File: config.mk
export PLATFORM = sky130hd
export DESIGN_NAME = uart_tx_tick
export DESIGN_NICKNAME = d
export VERILOG_FILES = /design/src/rtl/uart_tx_tick.sv
export SDC_FILE = /design/constraint.sdc
export NUM_CORES = 1
export LEC_CHECK = 0
export BUFFER_PORTS_ARGS = -buffer_cell sky130_fd_sc_hd__clkbuf_2
export CAP_MARGIN = 15
export CELL_PAD_IN_SITES_DETAIL_PLACEMENT = 1
export CELL_PAD_IN_SITES_GLOBAL_PLACEMENT = 2
export CORE_MARGIN = 2
export CORE_UTILIZATION = 33
export DETAILED_ROUTE_END_ITERATION = 10
export PLACE_DENSITY = 0.73
export SKIP_CTS_REPAIR_TIMING = 1
export SLEW_MARGIN = 10
export SYNTH_ARGS = -nofsm -noshare
export SYNTH_HDL_FRONTEND = slang
export SYNTH_SLANG_ARGS = --single-unit
File: constraint.sdc
create_clock -name clk -period 1.95 [get_ports clk]
set_input_delay 0.585 -clock clk [delete_from_list [all_inputs] [get_ports clk]]
set_output_delay 0.585 -clock clk [all_outputs]
set_load 0.05 [all_outputs]
File: src/rtl/uart_tx_tick.sv
// Serial frame transmitter paced by the rising edges of an external divided clock.
// Frames are start + DATA_W data bits (LSB first) + optional parity + STOP_BITS stop bits.
module uart_tx_tick #(
  parameter int DATA_W    = 8,
  parameter int PARITY    = 0,
  parameter int STOP_BITS = 1
) (
  input  logic              clk,
  input  logic              rst,
  input  logic              baud_in,
  input  logic [DATA_W-1:0] data,
  input  logic              start,
  output logic              ready,
  output logic              tx,
  output logic              done
);
  localparam int CW = $clog2(DATA_W + 1);

  typedef enum logic [2:0] {
    S_IDLE, S_SYNC, S_START, S_DATA, S_PARITY, S_STOP
  } state_t;

  state_t            r_state, w_state_nxt;
  logic [DATA_W-1:0] r_shift, w_shift_nxt;
  logic [CW-1:0]     r_cnt, w_cnt_nxt;
  logic [1:0]        r_scnt, w_scnt_nxt;
  logic              r_par, w_par_nxt;
  logic              r_tx, w_tx_nxt;
  logic              r_ready, w_ready_nxt;
  logic              r_done, w_done_nxt;
  logic              r_baud_q;
  logic              w_tick;
  logic              w_par_calc;

  // baud_q resets high so a line already high at reset exit is not an edge
  assign w_tick     = baud_in & ~r_baud_q;
  assign w_par_calc = (PARITY == 2) ? ~(^data) : ^data;

  always_ff @(posedge clk) begin
    if (rst) begin
      r_state  <= S_IDLE;
      r_shift  <= '0;
      r_cnt    <= '0;
      r_scnt   <= '0;
      r_par    <= 1'b0;
      r_tx     <= 1'b1;
      r_ready  <= 1'b1;
      r_done   <= 1'b0;
      r_baud_q <= 1'b1;
    end else begin
      r_state  <= w_state_nxt;
      r_shift  <= w_shift_nxt;
      r_cnt    <= w_cnt_nxt;
      r_scnt   <= w_scnt_nxt;
      r_par    <= w_par_nxt;
      r_tx     <= w_tx_nxt;
      r_ready  <= w_ready_nxt;
      r_done   <= w_done_nxt;
      r_baud_q <= baud_in;
    end
  end

  always_comb begin
    w_state_nxt = r_state;
    w_shift_nxt = r_shift;
    w_cnt_nxt   = r_cnt;
    w_scnt_nxt  = r_scnt;
    w_par_nxt   = r_par;
    w_tx_nxt    = r_tx;
    w_ready_nxt = r_ready;
    w_done_nxt  = 1'b0;
    case (r_state)
      S_IDLE: begin
        // a tick coinciding with accept is deliberately dropped
        if (r_ready && start) begin
          w_shift_nxt = data;
          w_par_nxt   = w_par_calc;
          w_ready_nxt = 1'b0;
          w_state_nxt = S_SYNC;
        end
      end
      S_SYNC: begin
        if (w_tick) begin
          w_state_nxt = S_START;
          w_tx_nxt    = 1'b0;
        end
      end
      S_START: begin
        if (w_tick) begin
          w_state_nxt = S_DATA;
          w_tx_nxt    = r_shift[0];
          w_shift_nxt = {1'b0, r_shift[DATA_W-1:1]};
          w_cnt_nxt   = CW'(1);
        end
      end
      S_DATA: begin
        if (w_tick) begin
          if (r_cnt < CW'(DATA_W)) begin
            w_tx_nxt    = r_shift[0];
            w_shift_nxt = {1'b0, r_shift[DATA_W-1:1]};
            w_cnt_nxt   = r_cnt + CW'(1);
          end else if (PARITY != 0) begin
            w_state_nxt = S_PARITY;
            w_tx_nxt    = r_par;
          end else begin
            w_state_nxt = S_STOP;
            w_tx_nxt    = 1'b1;
            w_scnt_nxt  = 2'd1;
          end
        end
      end
      S_PARITY: begin
        if (w_tick) begin
          w_state_nxt = S_STOP;
          w_tx_nxt    = 1'b1;
          w_scnt_nxt  = 2'd1;
        end
      end
      S_STOP: begin
        if (w_tick) begin
          if (r_scnt < 2'(STOP_BITS)) begin
            w_scnt_nxt = r_scnt + 2'd1;
          end else begin
            w_state_nxt = S_IDLE;
            w_ready_nxt = 1'b1;
            w_done_nxt  = 1'b1;
          end
        end
      end
      default: begin
        w_state_nxt = S_IDLE;
        w_tx_nxt    = 1'b1;
        w_ready_nxt = 1'b1;
      end
    endcase
  end

  assign tx    = r_tx;
  assign ready = r_ready;
  assign done  = r_done;

endmodule

==> results.json <==
{
  "post-route-period-util_pct": 81.75,
  "cts-root-buf": "clkbuf_4",
  "multi_input_area_um2": 631.9,
  "cts.sinks": 21,
  "register_area_um2": 420.4,
  "clock_path_buffers": 2,
  "critical_path_class": "reg2reg",
  "synth_seq_area_share_pct": 37.58,
  "drive_above_1_share_pct": 19.05,
  "slew_headroom_pct": 73.22,
  "cpMaxStageDelayCell": "dfxtp_1",
  "crit_chain": "buf_4, nand2b_1, a22o_4, or3_1, a21oi_1",
  "n_antenna_cell": 0,
  "cp.required_ps": 2200,
  "endpoint_kind": "flop",
  "timing.final.crit_period_ps": 1594,
  "fin_util_pct": 38.55,
  "pwr_density_cell_nw_per_um2": 609.4,
  "synth_seq_cells": 21,
  "htreeDepth": 1,
  "synth_area_um2": 1119,
  "synthCells": 133,
  "core_um2": 3284,
  "place_congestion": 0.6591,
  "cpPeakStageDelay_ps": 470,
  "maxCapViolCount": 0,
  "avgRoutedWirePerCell_um": 13.12,
  "final_common_cell": "dfxtp_1",
  "tightest_slew_ps": 401.7,
  "cts_tree": "done",
  "rrSetupSlack_ps": 360,
  "yosys.cell_types.count": 33,
  "grt_max_degree": 17,
  "path_delay_family": "flip-flops",
  "hpwl_mm": 1.844,
  "wl_mm": 2.533,
  "fmax_mhz": 627.3,
  "die_area_um2": 3871,
  "antenna_found_initial": 0,
  "grt_usage_pct": 14.32,
  "fin_nets": 162,
  "die_w_um": 62.22,
  "numCtsBuffers": 3,
  "cp_num_buf_inv": 1,
  "yosys.area.top_type": "dfxtp_1",
  "area_growth_pct": 13.20,
  "start_util_pct": 34.06,
  "status": "finished clean",
  "vdd_drop_max_mv": 0.2607,
  "path_clk_slew_ps": 120,
  "finalMaxSlewViolations": 0,
  "yosysTopAreaCellShare_pct": 37.58,
  "grt_pass1_vias": 1011,
  "fp.dieH_um": 62.22,
  "synth_edf_count": 0,
  "netlist_top_cells_area": "dfxtp_1 (38%), mux2i_1 (8.1%), a21oi_1 (7.6%), o21ai_0 (5.8%), or3_1 (4.5%)",
  "cp.arrival_ps": 1840,
  "yosysWarningCount": 0,
  "nFillCells": 408,
  "drc": 0,
  "clk_latency_ps": 310,
  "dr.first_iter.drc_count": 23,
  "async_flop_share_pct": 0,
  "vias_per_cell": 5.358,
  "syn_area_per_cell_um2": 8.410,
  "leakage_nw": 0.5112,
  "io_buffer_count": 14,
  "fp-row-count": 21,
  "final_cell_mix": "dfxtp_1 (21), a21oi_1 (17), clkbuf_2 (14)",
  "place_inst": 189,
  "final_cell_count_no_fill": 193,
  "overflow": 0,
  "setup-tns-final_ps": 0,
  "synthFlopType": "dfxtp_1",
  "ioPinCount": 15,
  "finalClockSkew_ps": 4.217,
  "rsz0062_at_grt": "false",
  "crit_path_start_kind": "flop",
  "syn-num-nets": 147,
  "finalHoldViolCount": 0,
  "grt_pass1_wl_mm": 4.519,
  "via_count": 1034,
  "critical_path_peak_fanout": 16,
  "ant_nets": 0,
  "setup_viol_count_final": 0,
  "hold_path.class": "reg2reg",
  "firstDrtPassIters": 2
}
-- worst register-to-register path: stages, from the launching register on --
cell      delay [ps]
dfxtp_1          470
buf_4            200
nand2b_1          80
a22o_4           270
or3_1            360
a21oi_1          150
-- worst paths after layout --
| check | startpoint | endpoint | cells past startpoint |
|---|---|---|---|
| worst min register to register | r_shift[2] | r_shift[2] | 2 |
| worst min-delay path | r_shift[2] | r_shift[2] | 2 |
| worst max register to register | r_state[1] | r_shift[3] | 5 |
| worst max-delay path | r_state[1] | r_shift[3] | 5 |
-- where the power goes --
group / internal [mW] / switching (mW) / total, mW
logic: 0.0406 / 0.0522 / 0.0928
clock network: 0.0800 / 0.143 / 0.223
registers: 0.445 / 0.0114 / 0.456
total: 0.565 / 0.206 / 0.772
-- sequential cells by signal, indices dropped and copies added, names as in the netlist --
signal,cells
r_scnt,2
done,1
r_baud_q,1
tx,1
r_state,3
ready,1
r_cnt,4
r_shift,8
-- cell families (layout without fill, tap and decap cells) --
| family | count (synthesis) | count (layout) | synth area share [%] |
|---|---|---|---|
| AND/OR/NAND/NOR | 49 | 49 | 24.94 |
| flip-flops | 21 | 21 | 37.58 |
| adder cells (fa/ha/maj) | 2 | 2 | 2.237 |
| multiplexers | 9 | 9 | 8.054 |
| AO/OA/AOI/OAI | 39 | 39 | 21.25 |
| buffers and inverters | 13 | 27 | 5.929 |
-- metal layers --
metal,up-vias,wire [µm],track usage (%)
li1,508,-,-
met1,508,1155,17.18
met2,13,1253,25.41
met3,5,73,1.812
met4,0,50,6.667
met5,-,0,0
-- per-stage QoR --
stage               area (µm²)  worst slack [ps]  hold slack [ps]  total power, mW
floorplan                 1119             227.2            448.5           0.5286
global placement          1240             223.4            460.0           0.5555
detailed placement        1240             183.9            470.5           0.5593
CTS                       1266             346.4            486.1           0.7864
global route              1266             213.8            507.2           0.8191
finish                    1266             355.9            483.2           0.7716
-- synthesized netlist by cell type, drive strengths merged, types with 2 or more instances --
cell type  count
nand2          9
clkbuf         7
or3            8
nor3           3
o21ai         13
nand3          4
nor4           3
nor2b          2
ha             2
a211oi         2
nor2           7
dfxtp         21
buf            4
a21oi         17
inv            2
nand2b         5
nand3b         2
or2            2
mux2i          9
-- final cells by class --
type | instances | share of cell area [%]
Tap cell | 46 | 4.545
Timing Repair Buffer | 21 | 9.684
Clock buffer | 4 | 2.075
Inverter | 2 | 0.5929
Multi-Input combinational cell | 99 | 49.90
Sequential cell | 21 | 33.20
Note: power is estimated with default switching activity, not from simulation.
